`config.mk`:
```
export PLATFORM = sky130hd
export DESIGN_NAME = time_keeper
export DESIGN_NICKNAME = d
export VERILOG_FILES = /design/src/rtl/time_keeper.sv
export SDC_FILE = /design/constraint.sdc
export NUM_CORES = 1
export LEC_CHECK = 0
export ABC_AREA = 1
export CAP_MARGIN = 15
export CORE_UTILIZATION = 30
export DETAILED_ROUTE_END_ITERATION = 6
export PLACE_DENSITY = 0.61
export RECOVER_POWER = 50
export SLEW_MARGIN = 20
export SYNTH_ARGS = -nofsm -noshare
export SYNTH_HDL_FRONTEND = slang
export SYNTH_SLANG_ARGS = --single-unit
```
`constraint.sdc`:
```
create_clock -name clk -period 2.3 [get_ports clk]
set_input_delay 0.46 -clock clk [delete_from_list [all_inputs] [get_ports clk]]
set_output_delay 0.46 -clock clk [all_outputs]
set_load 0.03 [all_outputs]
```
`src/rtl/time_keeper.sv`:
```
// 24-hour BCD real-time clock with debounced hour/minute set buttons.
// Feeds the LCD driver digits plus a one-cycle refresh strobe.
module time_keeper #(
    parameter int CLOCK_RATE      = 1000,
    parameter int DEBOUNCE_CYCLES = 20
) (
    input  logic       clk,
    input  logic       reset,
    input  logic       hour_inc,
    input  logic       min_inc,
    output logic [1:0] hour_tens,
    output logic [3:0] hour_ones,
    output logic [2:0] min_tens,
    output logic [3:0] min_ones,
    output logic [2:0] sec_tens,
    output logic [3:0] sec_ones,
    output logic       update
);

    localparam int PW = $clog2(CLOCK_RATE);
    localparam int CW = $clog2(DEBOUNCE_CYCLES + 1);
    localparam logic [PW-1:0] PRESC_MAX = PW'(CLOCK_RATE - 1);
    localparam logic [CW-1:0] CNT_MAX   = CW'(DEBOUNCE_CYCLES - 1);

    // Index 0 is the hour button, index 1 the minute button.
    logic [1:0]    raw;
    logic [1:0]    sync1;
    logic [1:0]    sync2;
    logic [1:0]    deb;
    logic [1:0]    deb_d;
    logic [1:0]    press;
    logic [CW-1:0] cnt [2];

    logic [PW-1:0] presc;
    logic [PW-1:0] presc_n;
    logic [5:0]    hrs;
    logic [5:0]    hrs_n;
    logic [6:0]    mins;
    logic [6:0]    mins_n;
    logic [6:0]    secs;
    logic [6:0]    secs_n;
    logic          tick;
    logic          sec_wrap;
    logic          min_wrap;
    logic          hour_carry;
    logic          changed;

    assign raw = {min_inc, hour_inc};

    always_ff @(posedge clk or posedge reset) begin
        if (reset) begin
            sync1  <= '0;
            sync2  <= '0;
            deb    <= '0;
            deb_d  <= '0;
            press  <= '0;
            cnt[0] <= '0;
            cnt[1] <= '0;
        end else begin
            sync1 <= raw;
            sync2 <= sync1;
            deb_d <= deb;
            press <= deb & ~deb_d;
            for (int i = 0; i < 2; i++) begin
                if (sync2[i] == deb[i]) begin
                    cnt[i] <= '0;
                end else if (cnt[i] == CNT_MAX) begin
                    deb[i] <= sync2[i];
                    cnt[i] <= '0;
                end else begin
                    cnt[i] <= cnt[i] + 1'b1;
                end
            end
        end
    end

    function automatic logic [6:0] step60(input logic [6:0] v);
        if (v == 7'h59)
            return 7'h00;
        else if (v[3:0] == 4'd9)
            return {v[6:4] + 3'd1, 4'd0};
        else
            return {v[6:4], v[3:0] + 4'd1};
    endfunction

    function automatic logic [5:0] step24(input logic [5:0] v);
        if (v == 6'h23)
            return 6'h00;
        else if (v[3:0] == 4'd9)
            return {v[5:4] + 2'd1, 4'd0};
        else
            return {v[5:4], v[3:0] + 4'd1};
    endfunction

    always_comb begin
        tick       = (presc == PRESC_MAX);
        sec_wrap   = (secs == 7'h59);
        min_wrap   = (mins == 7'h59);
        presc_n    = presc + 1'b1;
        secs_n     = secs;
        mins_n     = mins;
        hrs_n      = hrs;
        hour_carry = 1'b0;
        // A minute press resynchronises the second boundary and wins over a tick.
        if (press[1]) begin
            presc_n = '0;
            secs_n  = '0;
            mins_n  = step60(mins);
        end else if (tick) begin
            presc_n = '0;
            secs_n  = step60(secs);
            if (sec_wrap) begin
                mins_n     = step60(mins);
                hour_carry = min_wrap;
            end
        end
        if (hour_carry)
            hrs_n = step24(hrs_n);
        if (press[0])
            hrs_n = step24(hrs_n);
        changed = ({hrs_n, mins_n, secs_n} != {hrs, mins, secs});
    end

    always_ff @(posedge clk or posedge reset) begin
        if (reset) begin
            presc  <= '0;
            hrs    <= '0;
            mins   <= '0;
            secs   <= '0;
            update <= 1'b0;
        end else begin
            presc  <= presc_n;
            hrs    <= hrs_n;
            mins   <= mins_n;
            secs   <= secs_n;
            update <= changed;
        end
    end

    assign hour_tens = hrs[5:4];
    assign hour_ones = hrs[3:0];
    assign min_tens  = mins[6:4];
    assign min_ones  = mins[3:0];
    assign sec_tens  = secs[6:4];
    assign sec_ones  = secs[3:0];

endmodule

```
==> flow_summary.yaml <==
clocking:
  numCtsBuffers: 5
  cts.path.max_buffers: 2
  tritoncts: "yes"
  path_clk_slew_ns: 0.10
  cts_root_buf: "clkbuf_8"
  clock-sinks: 51
  clk_latency_ns: 0.31
  h-tree-depth: 2
  cts_hold_buf: 0
power_and_ir_drop:
  power_density_nw_per_um2: 381.6
  power_switching_uw: 404.7
  p_seq_frac: 0.600
  max-vdd-ir-drop_mv: 0.2070
  combPwrFrac: 0.067
  swShare: 0.2545
  p_leak_uw: 0.002097
  pwr-share-clk: 0.333
  p_int_uw: 1186
synthesis:
  synthArstFlopShare: 1.000
  synth_edf_count: 0
  syn_nets: 373
  synth-seq-cells: 51
  ys.warnings.count: 0
  seq_area_frac_synth: 0.4342
  synthCells: 354
  synth.cell_area_um2: 2939
  avgSynthCellArea_um2: 8.302
  synth_cell_types: 33
  ys_dominant_reg_cell: "dfrtp_1"
die:
  start_util: 0.3136
  die_y_um: 101.0
  rows: 35
  dieArea_um2: 10200
  ioPinCount: 25
  coreArea_um2: 9371
  die_x_um: 101.0
status:
  violations: "negative setup slack"
  status: "finished, violations left"
global_routing:
  busiest_layer: "met2"
  grt_use_met1: 0.1709
  grt_pass1_wl_um: 10910
  use_met3: 0.02219
  grt_pass1_vias: 2487
  grt_antenna_before_repair: 0
  grt_max_degree: 21
  overflow: 0
  track_usage: 0.1358
  grt_use_met2: 0.2339
place:
  portBuffers: 24
  place_area_um2: 3850
  dp_hpwl_um: 4884
  gp_congestion: 0.8670
sta:
  setup_viol: 6
  slew_headroom: 0.4600
  post-route-period-util: 1.105
  clock_skew_ns: 0.01037
  hold_viol: 0
  tightest_slew_ns: 0.8090
  drv_slew: 0
  rsz0062_at_grt: "yes"
  final.setup.worst_slack_ns: -0.2414
  layout_min_cycle_time_ns: 2.541
  fmax_mhz: 393.5
routing:
  routed_wl_um: 6653
  via_per_inst: 4.447
  drt_drc_violations_left: 0
  wl_per_cell_um: 11.28
  drt_first_pass_iters: 6
  vias: 2624
  drt-initial-drc-count: 72
  antenna_left: 0
setup_path:
  crit_type: "reg2reg"
  crit_required_ns: 2.50
  crit_path_start_kind: "flop"
  worstPathMaxFanout: 4
  cp-end-kind: "flop"
  cp.arrival_ns: 2.74
layout:
  fin_util: 0.4447
  layout-drive-gt1-share: 0.3254
  nets: 479
  nFillCells: 951
  diodes: 0
  area_delta_synth_final_pct: 41.81
  design_area_um2: 4168
run:
  maxCapViolations: 0
hold_path:
  hold_class: "reg2reg"
per-stage QoR:
step | setup TNS, ns | cells | setup slack [ns] | hold WS, ns | total power, µW
3_3_place_gp | -0.1585 | 564 | -0.1401 | 0.3330 | 1079
4_1_cts | -0.2183 | 579 | -0.1892 | 0.3582 | 1618
6_report | -0.6141 | 590 | -0.2414 | 0.3583 | 1590
5_1_grt | -1.535 | 590 | -0.4647 | 0.3727 | 1682
3_5_place_dp | -0.2254 | 564 | -0.1848 | 0.3355 | 1084
2_1_floorplan | -0.05996 | 354 | -0.05996 | 0.3312 | 1040
cell usage after synthesis (2+ instances only):
cell | count | area, µm²
nor2_2 | 3 | 18.77
buf_2 | 2 | 10.01
nand4_1 | 7 | 43.79
nor3_1 | 7 | 35.03
a21oi_1 | 18 | 90.09
o21ai_0 | 14 | 70.07
xor2_1 | 11 | 96.34
nand3_1 | 30 | 150.1
a211oi_1 | 2 | 15.01
nand3_2 | 5 | 50.05
dfrtp_1 | 51 | 1276
nor2_1 | 40 | 150.1
xnor2_1 | 5 | 43.79
nand2_2 | 10 | 62.56
inv_1 | 54 | 202.7
nor2_4 | 5 | 56.30
ha_1 | 15 | 187.7
and3_1 | 2 | 12.51
o21a_1 | 2 | 15.01
inv_2 | 5 | 18.77
nand3_4 | 2 | 35.03
nand2_1 | 53 | 198.9
critical path: stages (launching register included):
cell and delay [ns]:
dfrtp_2 0.42, inv_2 0.08, ha_4 0.15, nand2_4 0.05
inv_4 0.06, nand3_4 0.10, nor2_4 0.16, nand3_4 0.09
o21bai_1 0.20, nand3_2 0.13, inv_2 0.09, ha_4 0.13
nand2_2 0.05, nand3b_4 0.16, nand2_4 0.08, nand2_4 0.06
nand2_2 0.09, nand2_1 0.05, nand2_1 0.06, nand2_1 0.04
nor2_1 0.12, nand3_1 0.08
power groups by stage:
stage          clock, µW  combinational, µW  sequential, µW
5_1_grt              595                128             959
3_5_place_dp           0                113             971
6_report             530                106             954
4_1_cts              551                114             954
3_3_place_gp           0                109             970
2_1_floorplan          0               70.7             969
registers in the layout, indices dropped and copies added, names as in the netlist:
name    count
sync1       2
update      1
deb         2
cnt        10
hrs         6
sync2       2
deb_d       2
secs        7
mins        7
press       2
presc      10
what timing repair did:
action	4_1_cts	5_1_grt
setup endpoints to repair	4	7
buffers inserted	7	15
pin swaps	1	28
endpoints found under the hold margin	0	0
gates resized for setup	2	27
cell usage in the layout, fill, tap and decap left out, types with 2 or more instances in the layout:
cell             count
a211oi_1             2
a21oi_1             17
and3_1               2
buf_4               69
buf_6                6
clkbuf_1             3
clkbuf_8             5
clkdlybuf4s50_1     21
dfrtp_1             43
dfrtp_2              8
dlygate4sd3_1        3
ha_1                10
ha_2                 2
ha_4                 3
inv_1               46
inv_2               12
nand2_1             48
nand2_2              9
nand2_4              7
nand3_1             26
nand3_2              8
nand3_4              3
nand4_1              7
nor2_1              37
nor2_2               5
nor2_4               6
nor3_1               7
o21a_1               2
o21ai_0             14
xnor2_1              5
xor2_1              11
worst paths after layout:
| check | startpoint | to | slack (ns) | cells past startpoint |
|---|---|---|---|---|
| min in group asynchronous | reset | secs[2]$_DFF_PP0_ | 0.74 | 2 |
| max reg2reg | mins[5]$_DFF_PP0_ | update$_DFF_PP0_ | -0.24 | 21 |
| min reg2reg | sync1[0]$_DFF_PP0_ | sync2[0]$_DFF_PP0_ | 0.36 | 0 |
| min | sync1[0]$_DFF_PP0_ | sync2[0]$_DFF_PP0_ | 0.36 | 0 |
| max in group asynchronous | reset | press[1]$_DFF_PP0_ | 0.33 | 3 |
| max | mins[5]$_DFF_PP0_ | update$_DFF_PP0_ | -0.24 | 21 |
cell type report:
class / instances / area (µm²) / share of cell area
Clock buffer: 6 / 72.57 / 0.01741
Clock inverter: 2 / 12.51 / 0.003002
Inverter: 59 / 224.0 / 0.05374
Multi-Input combinational cell: 241 / 1565 / 0.3756
Sequential cell: 51 / 1286 / 0.3086
Tap cell: 129 / 161.4 / 0.03873
Timing Repair Buffer: 102 / 845.8 / 0.2029
layer usage:
layer  wire length (µm)  share of wire
met5                  0              0
met4                 44         0.0066
met3                149          0.022
met2               3429           0.52
met1               3029           0.46
cells by family (layout without fill, tap and decap cells):
family | count (synthesis) | after routing | share of synthesized area
XOR/XNOR | 16 | 16 | 0.04768
AO/OA/AOI/OAI | 39 | 39 | 0.07237
adder cells (fa/ha/maj) | 15 | 15 | 0.06386
AND/OR/NAND/NOR | 170 | 170 | 0.2959
multiplexers | 1 | 1 | 0.003406
buffers and inverters | 62 | 169 | 0.08259
flip-flops | 51 | 51 | 0.4342
Power figures use the tool's default switching activity.
